==> config.mk <==
export PLATFORM = sky130hd
export DESIGN_NAME = opb_register_bank_ppc2simulink
export DESIGN_NICKNAME = d
export VERILOG_FILES = /design/src/rtl/opb_register_bank_ppc2simulink.sv
export SDC_FILE = /design/constraint.sdc
export NUM_CORES = 1
export LEC_CHECK = 0
export ABC_AREA = 1
export CORE_UTILIZATION = 59
export DETAILED_ROUTE_END_ITERATION = 10
export PLACE_DENSITY = 0.85
export SETUP_SLACK_MARGIN = 0.4
export SYNTH_ARGS = -nofsm -noshare
export SYNTH_HDL_FRONTEND = slang
export SYNTH_SLANG_ARGS = --single-unit
==> constraint.sdc <==
create_clock -name OPB_Clk -period 52.5 [get_ports OPB_Clk]
set_input_delay 10.5 -clock OPB_Clk [delete_from_list [all_inputs] [get_ports OPB_Clk]]
set_output_delay 10.5 -clock OPB_Clk [all_outputs]
set_load 0.01 [all_outputs]
==> src/rtl/opb_register_bank_ppc2simulink.sv <==
// OPB slave holding a bank of software-writable control registers for user
// logic. Writes land in shadow registers; with double buffering enabled they
// reach the user outputs only when a COMMIT write names them, so multi-word
// settings change atomically. User logic shares the OPB clock.
module opb_register_bank_ppc2simulink #(
    parameter logic [31:0] C_BASEADDR      = 32'h01000E00,
    parameter logic [31:0] C_HIGHADDR      = 32'h01000EFF,
    parameter int          C_OPB_AWIDTH    = 32,
    parameter int          C_OPB_DWIDTH    = 32,
    parameter int          C_NUM_REGS      = 8,
    parameter int          C_REG_WIDTH     = 32,
    parameter logic [31:0] C_RESET_VALUE   = 32'h0,
    parameter int          C_DOUBLE_BUFFER = 1
) (
    input  logic                              OPB_Clk,
    input  logic                              OPB_Rst,
    input  logic [0:31]                       OPB_ABus,
    input  logic [0:3]                        OPB_BE,
    input  logic [0:31]                       OPB_DBus,
    input  logic                              OPB_RNW,
    input  logic                              OPB_select,
    input  logic                              OPB_seqAddr,
    output logic [0:31]                       Sl_DBus,
    output logic                              Sl_xferAck,
    output logic                              Sl_errAck,
    output logic                              Sl_retry,
    output logic                              Sl_toutSup,
    output logic [C_NUM_REGS*C_REG_WIDTH-1:0] user_data_out,
    output logic [C_NUM_REGS-1:0]             user_update
);

    typedef enum logic [1:0] {S_IDLE, S_ACK, S_HOLD} state_t;

    localparam logic [C_REG_WIDTH-1:0] RST_V       = C_RESET_VALUE[C_REG_WIDTH-1:0];
    localparam logic [29:0]            WORD_COMMIT = 30'd32;  // offset 0x80
    localparam logic [29:0]            WORD_STATUS = 30'd33;  // offset 0x84

    state_t state_q, state_d;

    logic [31:0] abus;
    logic [31:0] dbus;
    logic [3:0]  be_v;      // be_v[k] enables value bits 8k+7:8k
    logic [31:0] lane_mask;
    logic [31:0] offset;
    logic        hit;
    logic [31:0] rd_word;

    logic [31:0] rdata_q, rdata_d;
    logic        op_wr_q, op_wr_d;
    logic [29:0] op_word_q, op_word_d;
    logic [31:0] op_mask_q, op_mask_d;
    logic [31:0] op_data_q, op_data_d;
    logic [31:0] commit_bits;
    logic [31:0] wr_word;

    logic [C_NUM_REGS-1:0][C_REG_WIDTH-1:0] shadow_q, shadow_d;
    logic [C_NUM_REGS-1:0][C_REG_WIDTH-1:0] active_q, active_d;
    logic [C_NUM_REGS-1:0]                  pending_q, pending_d;
    logic [C_NUM_REGS-1:0]                  update_q, update_d;
    logic [15:0]                            count_q, count_d;

    logic unused_ok;

    // OPB numbers bits MSB-first; the vectors below use value bit numbering.
    assign abus      = OPB_ABus;
    assign dbus      = OPB_DBus;
    assign be_v      = {OPB_BE[0], OPB_BE[1], OPB_BE[2], OPB_BE[3]};
    assign lane_mask = {{8{be_v[3]}}, {8{be_v[2]}}, {8{be_v[1]}}, {8{be_v[0]}}};
    assign offset    = abus - C_BASEADDR;
    assign hit       = OPB_select && (abus >= C_BASEADDR) && (abus <= C_HIGHADDR);

    assign commit_bits = op_data_q & op_mask_q;

    assign Sl_DBus       = rdata_q;
    assign Sl_xferAck    = (state_q == S_ACK);
    assign Sl_errAck     = 1'b0;
    assign Sl_retry      = 1'b0;
    assign Sl_toutSup    = 1'b0;
    assign user_data_out = active_q;
    assign user_update   = update_q;

    assign unused_ok = &{1'b0, OPB_seqAddr, offset[1:0], wr_word,
                         1'(C_OPB_AWIDTH), 1'(C_OPB_DWIDTH)};

    // Read mux: shadow registers, pending mask and commit count by word offset.
    always_comb begin
        rd_word = '0;
        for (int i = 0; i < C_NUM_REGS; i++) begin
            if (offset[31:2] == 30'(i)) begin
                rd_word = 32'(shadow_q[i]);
            end
        end
        if (offset[31:2] == WORD_COMMIT) begin
            rd_word = 32'(pending_q);
        end
        if (offset[31:2] == WORD_STATUS) begin
            rd_word = {16'h0000, count_q};
        end
    end

    // Slave FSM plus capture of the operation on the hit edge.
    always_comb begin
        state_d   = state_q;
        rdata_d   = '0;
        op_wr_d   = 1'b0;
        op_word_d = op_word_q;
        op_mask_d = op_mask_q;
        op_data_d = op_data_q;
        case (state_q)
            S_IDLE: begin
                if (hit) begin
                    state_d   = S_ACK;
                    rdata_d   = OPB_RNW ? rd_word : 32'h0;
                    op_wr_d   = !OPB_RNW;
                    op_word_d = offset[31:2];
                    op_mask_d = lane_mask;
                    op_data_d = dbus;
                end
            end
            S_ACK:   state_d = S_HOLD;
            S_HOLD:  state_d = S_IDLE;
            default: state_d = S_IDLE;
        endcase
    end

    // Register bank update: shadow write or commit, executed at the end of ACK.
    always_comb begin
        shadow_d  = shadow_q;
        active_d  = active_q;
        pending_d = pending_q;
        update_d  = '0;
        count_d   = count_q;
        wr_word   = '0;
        if (state_q == S_ACK && op_wr_q) begin
            for (int i = 0; i < C_NUM_REGS; i++) begin
                if (op_word_q == 30'(i)) begin
                    wr_word     = (32'(shadow_q[i]) & ~op_mask_q) | (op_data_q & op_mask_q);
                    shadow_d[i] = wr_word[C_REG_WIDTH-1:0];
                    if (C_DOUBLE_BUFFER != 0) begin
                        pending_d[i] = 1'b1;
                    end else begin
                        active_d[i] = wr_word[C_REG_WIDTH-1:0];
                        update_d[i] = 1'b1;
                    end
                end
            end
            if (op_word_q == WORD_COMMIT) begin
                count_d = count_q + 16'd1;
                if (C_DOUBLE_BUFFER != 0) begin
                    for (int i = 0; i < C_NUM_REGS; i++) begin
                        if (commit_bits[i]) begin
                            active_d[i]  = shadow_q[i];
                            pending_d[i] = 1'b0;
                            update_d[i]  = 1'b1;
                        end
                    end
                end
            end
        end
    end

    // Control and register state, cleared asynchronously.
    always_ff @(posedge OPB_Clk or posedge OPB_Rst) begin
        if (OPB_Rst) begin
            state_q   <= S_IDLE;
            rdata_q   <= '0;
            op_wr_q   <= 1'b0;
            shadow_q  <= {C_NUM_REGS{RST_V}};
            active_q  <= {C_NUM_REGS{RST_V}};
            pending_q <= '0;
            update_q  <= '0;
            count_q   <= '0;
        end else begin
            state_q   <= state_d;
            rdata_q   <= rdata_d;
            op_wr_q   <= op_wr_d;
            shadow_q  <= shadow_d;
            active_q  <= active_d;
            pending_q <= pending_d;
            update_q  <= update_d;
            count_q   <= count_d;
        end
    end

    // Captured address/lanes/data; only meaningful while op_wr_q is set.
    always_ff @(posedge OPB_Clk) begin
        op_word_q <= op_word_d;
        op_mask_q <= op_mask_d;
        op_data_q <= op_data_d;
    end

endmodule

## Word-level counts from Yosys, hierarchy flattened

Index checks and enable logic that the tools add are counted.

| storage, ports and cells | value |
|---|---|
| output and inout bits | 300 |
| word-level logic and storage cells | 135 |
| bits in registers | 666 |

| operators by class | value |
|---|---|
| add/subtract/negate cells | 2 |
| bitwise gates (word level) | 18 |
| equality and inequality tests | 19 |
| magnitude comparators | 2 |
| reductions and logical operators | 25 |
| muxes and demuxes | 44 |

Operator list:

| cell | number |
|---|---|
| two-way mux 32 bit | 13 |
| bitwise AND 32 bit | 9 |
| bitwise OR 32 bit | 8 |
| == test 30 x 3 -> 1 bit, second input constant | 8 |
| == test 30 x 2 -> 1 bit, second input constant | 4 |
| == test 30 x 6 -> 1 bit, second input constant | 3 |
| == test 30 x 1 -> 1 bit, second input constant | 2 |
| zero test 30 bit | 2 |
| >= comparator 32 x 25 -> 1 bit, second input constant | 1 |
| <= comparator 32 x 25 -> 1 bit, second input constant | 1 |
| NOT 32 bit | 1 |
| subtractor 32 x 25 -> 32 bit, second input constant | 1 |
| two-way mux 1 bit | 26 |
| two-way mux 8 bit | 3 |
| AND reduction 3 bit | 8 |
| AND reduction 2 bit | 10 |
| adder 16 x 1 -> 16 bit, second input constant | 1 |
| case mux 2 bit (2 select lines) | 1 |
| logical AND 1 bit | 3 |
| == test 2 x 1 -> 1 bit, second input constant | 1 |
| zero test 2 bit | 1 |
| two-way mux 2 bit | 1 |
| inequality test 2 bit, second input constant | 1 |
| zero test 1 bit | 1 |

## Logic depth before layout (Yosys ltp)

| logic depth | value |
|---|---|
| word-level depth | 15 |
| gate-level depth with buffers | 26 |
| gate-level depth less buffers | 25 |

## Worst setup path after synthesis

No wires, ideal clock.

| timing | value |
|---|---|
| kind | input to register |
| from | input OPB_ABus[13] (netlist bit) |
| to | register rdata_q[21], in the netlist Sl_DBus[10] |
| required time | 52.427 ns |
| path buffers | 1 |
| path slack | 34.691 ns |
| arrival time | 17.736 ns |
| stages | 10 |
| path through | nor2_1 -> nand2_1 -> nor4_1 -> nand4_1 -> nor3_1 -> nand2_1 -> nor2_2 -> clkbuf_1 -> o21ai_0 -> a21oi_2 |

| on the way | value |
|---|---|
| longest elaborated chain between the ends | 15 |

RTL lines:

| what | RTL line | text |
|---|---|---|
| from (decl) | 17 | `input logic [0:31] OPB_ABus,` |
| subtractor 32 x 25 -> 32 bit | 69 | `assign offset = abus - C_BASEADDR;` |
| zero test 30 bit | 89 | `if (offset[31:2] == 30'(i)) begin` |
| two-way mux 32 bit (8 in a row) | 89 |  |
| two-way mux 32 bit | 93 | `if (offset[31:2] == WORD_COMMIT) begin` |
| two-way mux 32 bit | 96 | `if (offset[31:2] == WORD_STATUS) begin` |
| two-way mux 32 bit | 113 | `rdata_d = OPB_RNW ? rd_word : 32'h0;` |
| two-way mux 32 bit * | 111 | `if (hit) begin` |
| two-way mux 32 bit * | 109 | `case (state_q)` |
| net rdata_d[21] | 48 | `logic [31:0] rdata_q, rdata_d;` |
| to (signal assigned) | 175 | `rdata_q <= rdata_d;` |
| to (decl) | 48 |  |

Mark *: on every way through the listed nets, which the timed path passes. The rest lies on a longest branch.
A chain may end at the register's enable or synchronous reset.

## Worst setup path after layout

| timing | value |
|---|---|
| from | input OPB_ABus[21] (netlist bit) |
| to | register rdata_q[2], in the netlist Sl_DBus[29] |

The elaborated chain is that of the path after synthesis.

==> impl_metrics.tcl <==
set metrics [dict create \
    globalRouteOverflowTotal 0 \
    grt_pass1_vias 23350 \
    rows 78 \
    cp-end-kind "flip-flop" \
    synth_simple_gate_area_share_pct 21.51 \
    crit_chain "clkdlybuf4s50_1 > ha_1 > nand2_2 > nand3_2 > inv_2 > nand2_1 > nand2_1 > nand3_1 > nand2_1 > nand2_1 > nor2_1 > inv_2 > nor2_8 > nand3_2 > inv_2 > a21oi_1 > nand4_1 > nand2_1 > nand2_1 > nand2_1 > a21oi_1" \
    clkSinkCount 645 \
    min_to "count_q[15]" \
    drive_above_1_share_pct 5.607 \
    critPathTopFamily "simple AND/OR/NAND/NOR gates" \
    ys.warnings.count 0 \
    setup.worst_path.start_class "input port" \
    syn_area_per_cell_um2 8.813 \
    dpl_cell_area_um2 31180 \
    crit_arrival_ns 15.84 \
    drt_wl_total_um 83720 \
    die_y_um 216.8 \
    grt.total_usage_pct 36.01 \
    vias 23580 \
    final_common_cell "nand2_1" \
    synth_top_area_cell "dfrtp_1" \
    finalHoldViolCount 0 \
    cts_tree "built" \
    clock_path_buffers 3 \
    powerDensity_nw_per_um2 30.00 \
    htree_levels 3 \
    fin_skew_ns 0.02963 \
    hpwl_um 57960 \
    cts_resized 0 \
    netlist_instances 3089 \
    synth_compound_area_share_pct 11.50 \
    timing.slew.headroom_pct 15.06 \
    die_w_um 216.8 \
    synth_top_family_by_area "simple AND/OR/NAND/NOR gates" \
    status "completed" \
    layout_common_cells "nand2_1, dfrtp_1, o21ai_0, clkdlybuf4s50_1, inv_1" \
    synthArstFlopShare_pct 89.77 \
    grt_pass1_wl_um 129000 \
    ioPinCount 373 \
    cts_root_buf "clkbuf_16" \
    synth.area.top_cells "dfrtp_1, nand2_1, o21ai_0" \
    synth-seq-area-share_pct 60.50 \
    fin_crit_sh_pct 29.27 \
    numCtsBuffers 67 \
    hp-class "reg2reg" \
    syn_to_final_growth_pct 22.62 \
    crit_path_frequent_cell "nand2_1" \
    coreArea_um2 45480 \
    synth-edff-count 66 \
    fin_tns_setup_ns 0 \
    r2r-end "user_data_out[5]" \
    reg2regPathDepth 8 \
    maxCapViolCount 0 \
    avgViaCountPerCell 5.809 \
    setup_violations 0 \
    clk-insertion-delay-late_ns 0.60 \
    grt_setup_unrepaired "no" \
    path_buf_inv 4 \
    min_from "count_q[15]" \
    postLayoutCoreUtil_pct 73.40 \
    drt-initial-drc-count 2885 \
    synth_ff_type "dfrtp_1" \
    num_antenna_cells 0 \
    worst_ep_required_time_ns 52.97 \
    portBuffers 366 \
    ir_worst_vdd_uv 23.66 \
    regToRegSetupSlack_ns 48.29 \
    synth-seq-cells 645 \
    antenna_found_initial 1 \
    critPathMaxStageDelay_ns 0.84 \
    synth_xor_area_share_pct 0.5470 \
    whs_path_depth 1 \
    ant_nets 0 \
    path_max_fanout 33 \
    fin_crit_ns 15.37 \
    nFillCells 3223 \
    ys_types 48 \
    crit_type "in2reg" \
    drc 0 \
    design_area_um2 33380 \
    wl_per_cell_um 20.62 \
    fin_cells 4060 \
    cts_setup_buffers 0 \
    worst_pin_slew_ns 1.269 \
    grt_max_degree 177 \
    slew_viol_final 0 \
    final_nets 3483 \
    synth.top_cell.area_share_pct 53.22 \
    gp_congestion 0.9450 \
    fmax_ghz 0.06508 \
    hold_buffers 0 \
    first_pass_iters 8 \
    r2r-start "op_word_q[29]" \
    die_area_um2 47000 \
    syn-cell-area_um2 27220 \
    path_clk_slew_ns 0.06 \
    hold_slack_ns 0.4768 \
    synthMuxAreaShare_pct 0 \
    yosys.area_share.adder_pct 0.09192 \
    slowest_stage "nor2_1" \
    initial_core_util_pct 59.86 \
    dp.cells 3939 \
    p_leak_nw 15.37 \
]
[stage by stage]
stage	power, mW	setup slack (ns)
6_report	1.001	37.14
3_5_place_dp	0.5358	36.80
2_1_floorplan	0.5258	25.80
4_1_cts	1.003	37.33
5_1_grt	1.024	36.88
3_3_place_gp	0.5352	36.95
[worst register-to-register path, delay by kind of cell, from the launching register on]
kind                   cells  cell delay, ns
AND/OR/NAND/NOR            6            3.05
buffers and inverters      2            0.72
flip-flops                 1            0.36
[power by group]
group          switching [mW]  total, mW  internal (mW)
sequential      0.00000000269      0.504          0.504
combinational          0.0151     0.0218        0.00668
clock                   0.198      0.475          0.278
total                   0.213       1.00          0.789
[cells in the mapped netlist (3+ instances only)]
| cell type | instances |
|---|---|
| nor2_2 | 7 |
| clkinv_2 | 3 |
| o22ai_1 | 3 |
| dfrtp_1 | 579 |
| or2_2 | 6 |
| xor2_1 | 13 |
| nor2_4 | 4 |
| o2111ai_1 | 8 |
| clkbuf_1 | 90 |
| inv_1 | 240 |
| buf_4 | 11 |
| o21ai_0 | 450 |
| nor3_1 | 15 |
| o21ai_1 | 17 |
| a21oi_2 | 12 |
| nand4_1 | 37 |
| xnor2_1 | 4 |
| nand3_2 | 8 |
| inv_2 | 7 |
| nor2_1 | 93 |
| edfxtp_1 | 66 |
| nand2_2 | 12 |
| nor4_1 | 7 |
| buf_6 | 4 |
| buf_2 | 29 |
| a21oi_1 | 117 |
| nand3_1 | 77 |
| nand2_1 | 1144 |
[worst max path at each step]
stage                            start          end  slack, ns  cells past startpoint
final                     OPB_ABus[21]  Sl_DBus[29]      37.14                     21
after global routing      OPB_ABus[22]  Sl_DBus[29]      36.88                     21
after detailed placement  OPB_ABus[21]  Sl_DBus[26]      36.80                     21
after floorplan                OPB_Rst   Sl_DBus[0]      25.80                      1
after CTS                 OPB_ABus[21]  Sl_DBus[29]      37.33                     21
after global placement    OPB_ABus[21]  Sl_DBus[24]      36.95                     21
[cell type report]
cell class | count | area (um2) | share of cell area, %
sequential | 645 | 16470 | 49.34
multi-input combinational | 2056 | 9180 | 27.50
timing repair buffer | 386 | 3826 | 11.46
clock buffer | 102 | 2033 | 6.091
inverter | 252 | 957.2 | 2.868
tap | 600 | 750.7 | 2.249
clock inverter | 19 | 161.4 | 0.4835
[layer usage]
layer	wire (um)	GRT usage, %	vias to the layer above	share of wire [%]
li1	-	-	10550	-
met1	30910	44.54	11300	37
met2	39550	58.14	1381	47
met3	7676	7.561	354	9.2
met4	5576	22.65	2	6.7
met5	8	0	-	0.0096
[cells by family after synthesis]
| group | count (synthesis) |
|---|---|
| buffers and inverters | 390 |
| xor gates and xnor gates | 17 |
| adders and majority gates | 2 |
| DFF | 645 |
| AOI/OAI and AO/OA | 609 |
| and+or+nand+nor | 1425 |
| other | 1 |
No activity file was read; power rests on OpenSTA's default activity.
